`src/rtl/fm_phase_ctrl_if.sv`:
```
// Sample stream interface between the audio source and fm_phase_ctrl.
//   sample_in    : signed two's-complement audio sample (source -> controller)
//   sample_valid : sample_in carries a sample         (source -> controller)
//   sample_ready : controller FIFO can take a sample  (controller -> source)
// A sample transfers on a clock edge where sample_valid && sample_ready.
interface fm_phase_ctrl_if #(
  parameter int NBITS_SAMPLE = 16
);
  logic signed [NBITS_SAMPLE-1:0] sample_in;
  logic                           sample_valid;
  logic                           sample_ready;

  modport master (output sample_in, output sample_valid, input sample_ready);
  modport slave  (input sample_in, input sample_valid, output sample_ready);
endinterface

```
`src/rtl/fm_phase_ctrl.sv`:
```
// fm_phase_ctrl: sequencing controller for the FM modulator DDS.
// Buffers signed audio samples in a small FIFO and, once per sample period
// while a run is active, turns the next sample into a 32-bit DDS phase
// increment: carrier_inc + ((sample * dev_gain) >>> dev_shift), wrapping
// modulo 2^32. The DDS clock enable is high for every cycle of a run.
// Ports:
//   clock, reset       : system clock, asynchronous active-high reset
//   start / stop       : one-cycle pulses beginning / ending a run
//   carrier_inc        : unsigned carrier increment (latched at run start)
//   dev_gain/dev_shift : deviation gain and right shift (latched at run start)
//   s_if               : sample stream (slave side: sample_in/valid/ready)
//   phaseinc           : registered phase increment to the DDS
//   enableclk          : registered DDS enable, high throughout RUN
//   busy               : registered RUN indicator
//   underrun           : sticky, a sample tick found the FIFO empty
//   fifo_level         : current FIFO occupancy
module fm_phase_ctrl #(
  parameter int NBITS_SAMPLE = 16,
  parameter int FIFO_DEPTH   = 4,
  parameter int SAMPLE_DIV   = 256
) (
  input  logic                          clock,
  input  logic                          reset,
  input  logic                          start,
  input  logic                          stop,
  input  logic [31:0]                   carrier_inc,
  input  logic [15:0]                   dev_gain,
  input  logic [4:0]                    dev_shift,
  fm_phase_ctrl_if.slave                s_if,
  output logic [31:0]                   phaseinc,
  output logic                          enableclk,
  output logic                          busy,
  output logic                          underrun,
  output logic [$clog2(FIFO_DEPTH):0]   fifo_level
);
  localparam int AW = (FIFO_DEPTH > 1) ? $clog2(FIFO_DEPTH) : 1;
  localparam int LW = $clog2(FIFO_DEPTH) + 1;
  localparam int PW = NBITS_SAMPLE + 17;
  localparam int DW = (SAMPLE_DIV > 1) ? $clog2(SAMPLE_DIV) : 1;

  typedef enum logic {S_IDLE = 1'b0, S_RUN = 1'b1} state_t;

  state_t r_state;
  state_t w_state_nxt;

  logic [DW-1:0]                  r_div;
  logic                           r_stop_pend;
  logic                           r_underrun;
  logic                           r_busy;
  logic                           r_enableclk;

  logic signed [NBITS_SAMPLE-1:0] r_mem [FIFO_DEPTH];
  logic [AW-1:0]                  r_wptr;
  logic [AW-1:0]                  r_rptr;
  logic [LW-1:0]                  r_level;

  logic [31:0]                    r_carrier_sh;
  logic [15:0]                    r_gain_sh;
  logic [4:0]                     r_shift_sh;

  logic signed [NBITS_SAMPLE-1:0] r_sample;
  logic signed [PW-1:0]           r_prod_p1;
  logic                           r_vld_p1;
  logic [31:0]                    r_phaseinc_p2;

  logic                           w_enter;
  logic                           w_tick;
  logic                           w_stop_take;
  logic                           w_stop_set;
  logic                           w_pop;
  logic                           w_under;
  logic                           w_push;
  logic signed [NBITS_SAMPLE-1:0] w_sample_cur;

  // Full-precision signed product; the gain is zero-extended so it is
  // always treated as a non-negative multiplier.
  function automatic logic signed [PW-1:0] f_mul(
    input logic signed [NBITS_SAMPLE-1:0] s,
    input logic [15:0]                    g
  );
    logic signed [PW-1:0] a;
    logic signed [PW-1:0] b;
    a = s;
    b = $signed({{(PW-16){1'b0}}, g});
    return a * b;
  endfunction

  // Arithmetic shift then keep the low 32 bits (sign-extended if the
  // product is narrower than 32 bits). No saturation: wrap is intended.
  function automatic logic [31:0] f_dev(
    input logic signed [PW-1:0] p,
    input logic [4:0]           sh
  );
    logic signed [PW-1:0] q;
    q = p >>> sh;
    return 32'(q);
  endfunction

  // ---------------- FSM: state register ----------------
  always_ff @(posedge clock or posedge reset) begin
    if (reset) r_state <= S_IDLE;
    else       r_state <= w_state_nxt;
  end

  // ---------------- FSM: next state ----------------
  always_comb begin
    w_state_nxt = r_state;
    case (r_state)
      S_IDLE:  if (start && (r_level != '0)) w_state_nxt = S_RUN;
      S_RUN:   if (w_stop_take)              w_state_nxt = S_IDLE;
      default: w_state_nxt = S_IDLE;
    endcase
  end

  // ---------------- FSM: control strobes ----------------
  // A stop is only taken at a sample tick; that tick neither pops nor
  // launches a new phase increment.
  always_comb begin
    w_enter     = 1'b0;
    w_tick      = 1'b0;
    w_stop_take = 1'b0;
    w_stop_set  = 1'b0;
    w_pop       = 1'b0;
    w_under     = 1'b0;
    case (r_state)
      S_IDLE: w_enter = start && (r_level != '0);
      S_RUN: begin
        w_tick      = (r_div == '0);
        w_stop_take = w_tick && r_stop_pend;
        w_pop       = w_tick && !r_stop_pend && (r_level != '0);
        w_under     = w_tick && !r_stop_pend && (r_level == '0);
        w_stop_set  = stop;
      end
      default: ;
    endcase
  end

  always_ff @(posedge clock or posedge reset) begin
    if (reset) begin
      r_div       <= '0;
      r_stop_pend <= 1'b0;
      r_underrun  <= 1'b0;
      r_busy      <= 1'b0;
      r_enableclk <= 1'b0;
      r_vld_p1    <= 1'b0;
    end else begin
      if (w_enter || w_stop_take)
        r_div <= '0;
      else if (r_state == S_RUN)
        r_div <= (r_div == DW'(SAMPLE_DIV - 1)) ? '0 : r_div + DW'(1);

      if (w_stop_take)     r_stop_pend <= 1'b0;
      else if (w_stop_set) r_stop_pend <= 1'b1;

      if (w_enter)      r_underrun <= 1'b0;
      else if (w_under) r_underrun <= 1'b1;

      r_busy      <= (w_state_nxt == S_RUN);
      r_enableclk <= (w_state_nxt == S_RUN);
      r_vld_p1    <= w_tick && !r_stop_pend;
    end
  end

  // ---------------- sample FIFO ----------------
  assign s_if.sample_ready = (r_level != LW'(FIFO_DEPTH));
  assign w_push            = s_if.sample_valid && s_if.sample_ready;

  always_ff @(posedge clock or posedge reset) begin
    if (reset) begin
      r_wptr  <= '0;
      r_rptr  <= '0;
      r_level <= '0;
    end else begin
      if (w_push) r_wptr <= r_wptr + AW'(1);
      if (w_pop)  r_rptr <= r_rptr + AW'(1);
      case ({w_push, w_pop})
        2'b10:   r_level <= r_level + LW'(1);
        2'b01:   r_level <= r_level - LW'(1);
        default: r_level <= r_level;
      endcase
    end
  end

  // Storage and shadow config carry no reset; their consumers are gated
  // by reset-cleared control.
  always_ff @(posedge clock) begin
    if (w_push)  r_mem[r_wptr] <= s_if.sample_in;
    if (w_enter) begin
      r_carrier_sh <= carrier_inc;
      r_gain_sh    <= dev_gain;
      r_shift_sh   <= dev_shift;
    end
    if (w_tick)  r_prod_p1 <= f_mul(w_sample_cur, r_gain_sh);
  end

  // Hold-last: an underrun tick reuses the previous sample.
  assign w_sample_cur = w_pop ? r_mem[r_rptr] : r_sample;

  always_ff @(posedge clock or posedge reset) begin
    if (reset) r_sample <= '0;
    else if (w_pop) r_sample <= r_mem[r_rptr];
  end

  // ---------------- stage p1 -> p2: shift, add carrier ----------------
  always_ff @(posedge clock or posedge reset) begin
    if (reset)         r_phaseinc_p2 <= '0;
    else if (r_vld_p1) r_phaseinc_p2 <= r_carrier_sh + f_dev(r_prod_p1, r_shift_sh);
  end

  assign phaseinc   = r_phaseinc_p2;
  assign enableclk  = r_enableclk;
  assign busy       = r_busy;
  assign underrun   = r_underrun;
  assign fifo_level = r_level;

endmodule

```
`src/flat_wrapper.sv`:
```
// flat-port wrapper written by rule: the top's interface ports become plain ports
module fm_phase_ctrl_flat 
#(
  parameter int NBITS_SAMPLE = 16,
  parameter int FIFO_DEPTH   = 4,
  parameter int SAMPLE_DIV   = 256
)
  (clock, reset, start, stop, carrier_inc, dev_gain, dev_shift, phaseinc, enableclk, busy, underrun, fifo_level, s_if_sample_in, s_if_sample_valid, s_if_sample_ready);
  fm_phase_ctrl_if #(.NBITS_SAMPLE(NBITS_SAMPLE)) s_if_i ();
  input  logic clock;
  input  logic reset;
  input  logic start;
  input  logic stop;
  input  logic [31:0] carrier_inc;
  input  logic [15:0] dev_gain;
  input  logic [4:0] dev_shift;
  output logic [31:0] phaseinc;
  output logic enableclk;
  output logic busy;
  output logic underrun;
  output logic [$clog2(FIFO_DEPTH):0] fifo_level;
  input wire logic [$bits(s_if_i.sample_in)-1:0] s_if_sample_in;
  input wire logic [$bits(s_if_i.sample_valid)-1:0] s_if_sample_valid;
  output wire logic [$bits(s_if_i.sample_ready)-1:0] s_if_sample_ready;
  assign s_if_i.sample_in = s_if_sample_in;
  assign s_if_i.sample_valid = s_if_sample_valid;
  assign s_if_sample_ready = s_if_i.sample_ready;
  fm_phase_ctrl #(.NBITS_SAMPLE(NBITS_SAMPLE), .FIFO_DEPTH(FIFO_DEPTH), .SAMPLE_DIV(SAMPLE_DIV)) u_core (.clock(clock), .reset(reset), .start(start), .stop(stop), .carrier_inc(carrier_inc), .dev_gain(dev_gain), .dev_shift(dev_shift), .s_if(s_if_i), .phaseinc(phaseinc), .enableclk(enableclk), .busy(busy), .underrun(underrun), .fifo_level(fifo_level));
endmodule
```
`config.mk`:
```
export PLATFORM = sky130hd
export DESIGN_NAME = fm_phase_ctrl_flat
export DESIGN_NICKNAME = d
export VERILOG_FILES = /design/src/rtl/fm_phase_ctrl_if.sv /design/src/rtl/fm_phase_ctrl.sv /design/src/flat_wrapper.sv
export SDC_FILE = /design/constraint.sdc
export NUM_CORES = 1
export LEC_CHECK = 0
export CAP_MARGIN = 5
export CORE_ASPECT_RATIO = 0.8
export CORE_MARGIN = 3
export CORE_UTILIZATION = 60
export DETAILED_ROUTE_END_ITERATION = 10
export GPL_TIMING_DRIVEN = 0
export PLACE_DENSITY_LB_ADDON = 0.05
export RECOVER_POWER = 25
export REMOVE_ABC_BUFFERS = 1
export SKIP_CTS_REPAIR_TIMING = 1
export SYNTH_ARGS = -nofsm -noshare
export SYNTH_HDL_FRONTEND = slang
export SYNTH_SLANG_ARGS = --single-unit
```
`constraint.sdc`:
```
create_clock -name clock -period 22.9 [get_ports clock]
set_input_delay 4.58 -clock clock [delete_from_list [all_inputs] [get_ports clock]]
set_output_delay 4.58 -clock clock [all_outputs]
set_load 0.005 [all_outputs]
```
==> out/qor.yml <==
wl_per_cell_um: 19.43
fin_crit_sh_pct: 48.39
rsz0062_at_grt: "no"
async_flop_share_pct: 30.88
design_area_mm2: 0.02243
start_kind: "flip-flop"
max_slew_margin_pct: -26.82
netlist.area_leader.share_pct: 22.12
violations: "max-capacitance violations, max-slew violations"
grt_busiest_layer: "met1"
place_area_mm2: 0.02170
use_met1_pct: 42.31
cts-htree-levels: 1
status: "complete, but fails checks"
worstHoldPathCells: 2
ys_seq_area_share_pct: 30.35
coreArea_mm2: 0.03300
drt-total-wl_mm: 48.21
ys.flop_type: "edfxtp_1"
drt_iter0_drc: 1348
fin_setup_tns_ns: 0
crit_arrival_ns: 11.46
skew_ns: 0.01456
max_cap_violations: 2
yosys.cell_types.count: 81
grt_first_pass_wirelength_mm: 79.13
die-area_mm2: 0.03620
clock_sinks: 217
hold_viol_final: 0
cts_root_buf: "clkbuf_16"
avgViaCountPerCell: 5.929
setup_viol: 0
grt_antenna_before_repair: 0
drc: 0
synth.area.top_cells: "edfxtp_1 22%, fa_1 19%, ha_1 9.8%"
insertedDiodeCount: 0
drive_above_1_share_pct: 5.742
syn-cell-area_mm2: 0.02037
die_h_um: 170.8
clkLatencyLatePin_ns: 0.55
end_kind: "flip-flop"
grtUsageMet3_pct: 5.225
period_minus_slack_ns: 11.08
portBuffers: 112
start_util_pct: 61.72
holdWs_ns: 0.4902
max_freq_ghz: 0.09024
fillers: 2608
crit_type: "flip-flop to flip-flop"
cts_tree: "yes"
synth-seq-cells: 217
cts_buffers: 24
use_met2_pct: 41.80
synth.largest_area_cell: "edfxtp_1"
die_width_um: 212.0
synth-edff-count: 150
grt_pass1_vias: 15055
crit_required_ns: 23.28
first_pass_iters: 5
holdCritPathClass: "flip-flop to flip-flop"
path_max_fanout: 15
slew_viol_final: 35
multi_input_area_mm2: 0.01258
r2r_cells: 25
placementRows: 59
worst_slew_pin_slew_ns: 1.849
groute.usage.overall_pct: 27.68
ios: 113
synth_cells: 1982
place_congestion: 0.9755
grt_max_degree: 45
cts.clk_slew.worst_paths_ns: 0.06
ys_warn_count: 0
ant_nets: 0
nNetsFinal: 2467
dp_hpwl_mm: 36.94
num_vias: 14715
regArea_mm2: 0.006182
grt_overflow: 0
syn_avg_cell_area_um2: 10.28
syn_to_final_growth_pct: 10.15
cts_buffer_depth: 3
-- per-layer routing --
layer	routed length, µm	vias to the layer above
met3	4081	65
met2	21190	532
met4	895	0
met5	0	-
met1	22050	7331
li1	-	6787
-- synth_stat cells (10+ instances only) --
master and n:
a211oi_1 16, a21o_1 25, a21oi_1 96, a31oi_1 10, and2_1 69, and2b_1 35, and3_1 10, clkbuf_1 66
dfrtp_1 67, edfxtp_1 150, fa_1 196, ha_1 160, inv_1 294, mux2_2 39, mux2i_1 50, mux4_2 25
nand2_1 219, nand3_1 22, nand4_1 15, nor2_1 66, nor2b_1 34, nor3_1 23, o21a_1 18, o21ai_0 87
xnor2_1 41, xor2_1 13
-- kinds of logic after synthesis --
family                     count (synthesis)  share of synthesized area, %
DFF                                      217                         30.35
muxes                                    121                         7.888
and+or+nand+nor                          530                         12.99
buffers and inverters                    388                         7.673
AOI/OAI and AO/OA                        316                         9.676
adders and majority gates                356                         29.10
xor gates and xnor gates                  54                         2.322
-- state kept, by name, summed over array words and instances (netlist names) --
register / cells
u_core.phaseinc: 32
u_core.r_mem: 64
u_core.r_stop_pend: 1
u_core.fifo_level: 3
u_core.r_sample: 16
u_core.r_shift_sh: 5
u_core.r_prod_p1: 33
u_core.r_gain_sh: 16
u_core.r_vld_p1: 1
u_core.r_rptr: 2
u_core.r_state: 1
u_core.r_div: 8
u_core.r_carrier_sh: 32
u_core.underrun: 1
u_core.r_wptr: 2
-- metrics by stage --
step                      utilization, %  std cells  setup WS [ns]
after detailed placement           65.78       2436          13.40
after global placement             65.35       2428          11.61
final                              67.98       2482          11.82
after global routing               67.98       2482          11.13
after floorplan                        -       1889          13.56
after CTS                          68.15       2480          13.37
-- worst max-delay path, cell delays in order (launching register included) --
cell and delay, ns:
dfrtp_1 0.43, or4_2 0.67, nor4_1 1.06, nand2b_2 0.19
nor2b_1 0.70, clkbuf_1 0.77, mux2i_1 1.33, and2b_1 0.31
fa_1 0.47, inv_1 0.05, fa_1 0.47, fa_1 0.51
fa_1 0.55, inv_1 0.05, fa_1 0.48, inv_1 0.05
fa_1 0.47, inv_1 0.04, ha_1 0.33, and3_1 0.21
o2bb2ai_1 0.17, o311a_1 0.40, or3b_4 0.43, a2111oi_0 0.45
nor4_1 0.12, a211oi_1 0.17
-- layout make-up --
class,count,share of cell area (%)
Multi-Input combinational cell,1377,56.08
Clock inverter,17,0.7251
Timing Repair Buffer,122,5.533
Tap cell,427,2.382
Inverter,295,4.947
Clock buffer,27,2.772
Sequential cell,217,27.56
-- worst paths after layout --
kind                                                      start                               to  slack (ns)
worst max-delay path                u_core.r_div[2]$_DFFE_PP0P_   u_core.r_prod_p1[30]$_DFFE_PP_       11.82
worst min register to register  u_core.phaseinc[13]$_DFFE_PP0P_  u_core.phaseinc[13]$_DFFE_PP0P_        0.49
worst min-delay path            u_core.phaseinc[13]$_DFFE_PP0P_  u_core.phaseinc[13]$_DFFE_PP0P_        0.49
worst max register to register      u_core.r_div[2]$_DFFE_PP0P_   u_core.r_prod_p1[30]$_DFFE_PP_       11.82
min in group asynchronous                                 reset        u_core.r_vld_p1$_DFF_PP0_        4.41
max in group asynchronous                                 reset    u_core.r_sample[15]$_DFF_PP0_       17.91
-- placed cells by master, fill, tap and decap left out, types with 41 or more instances in the layout --
master / count
inv_1: 293
nand2_1: 219
fa_1: 196
ha_1: 160
edfxtp_1: 150
a21oi_1: 96
o21ai_0: 87
and2_1: 69
nor2_1: 66
dfrtp_1: 66
clkdlybuf4s50_1: 57
dlygate4sd3_1: 55
mux2i_1: 51
xnor2_1: 41
Power is not shown: default switching activity piles up to over one toggle a cycle in this logic, so the estimate is an artifact.
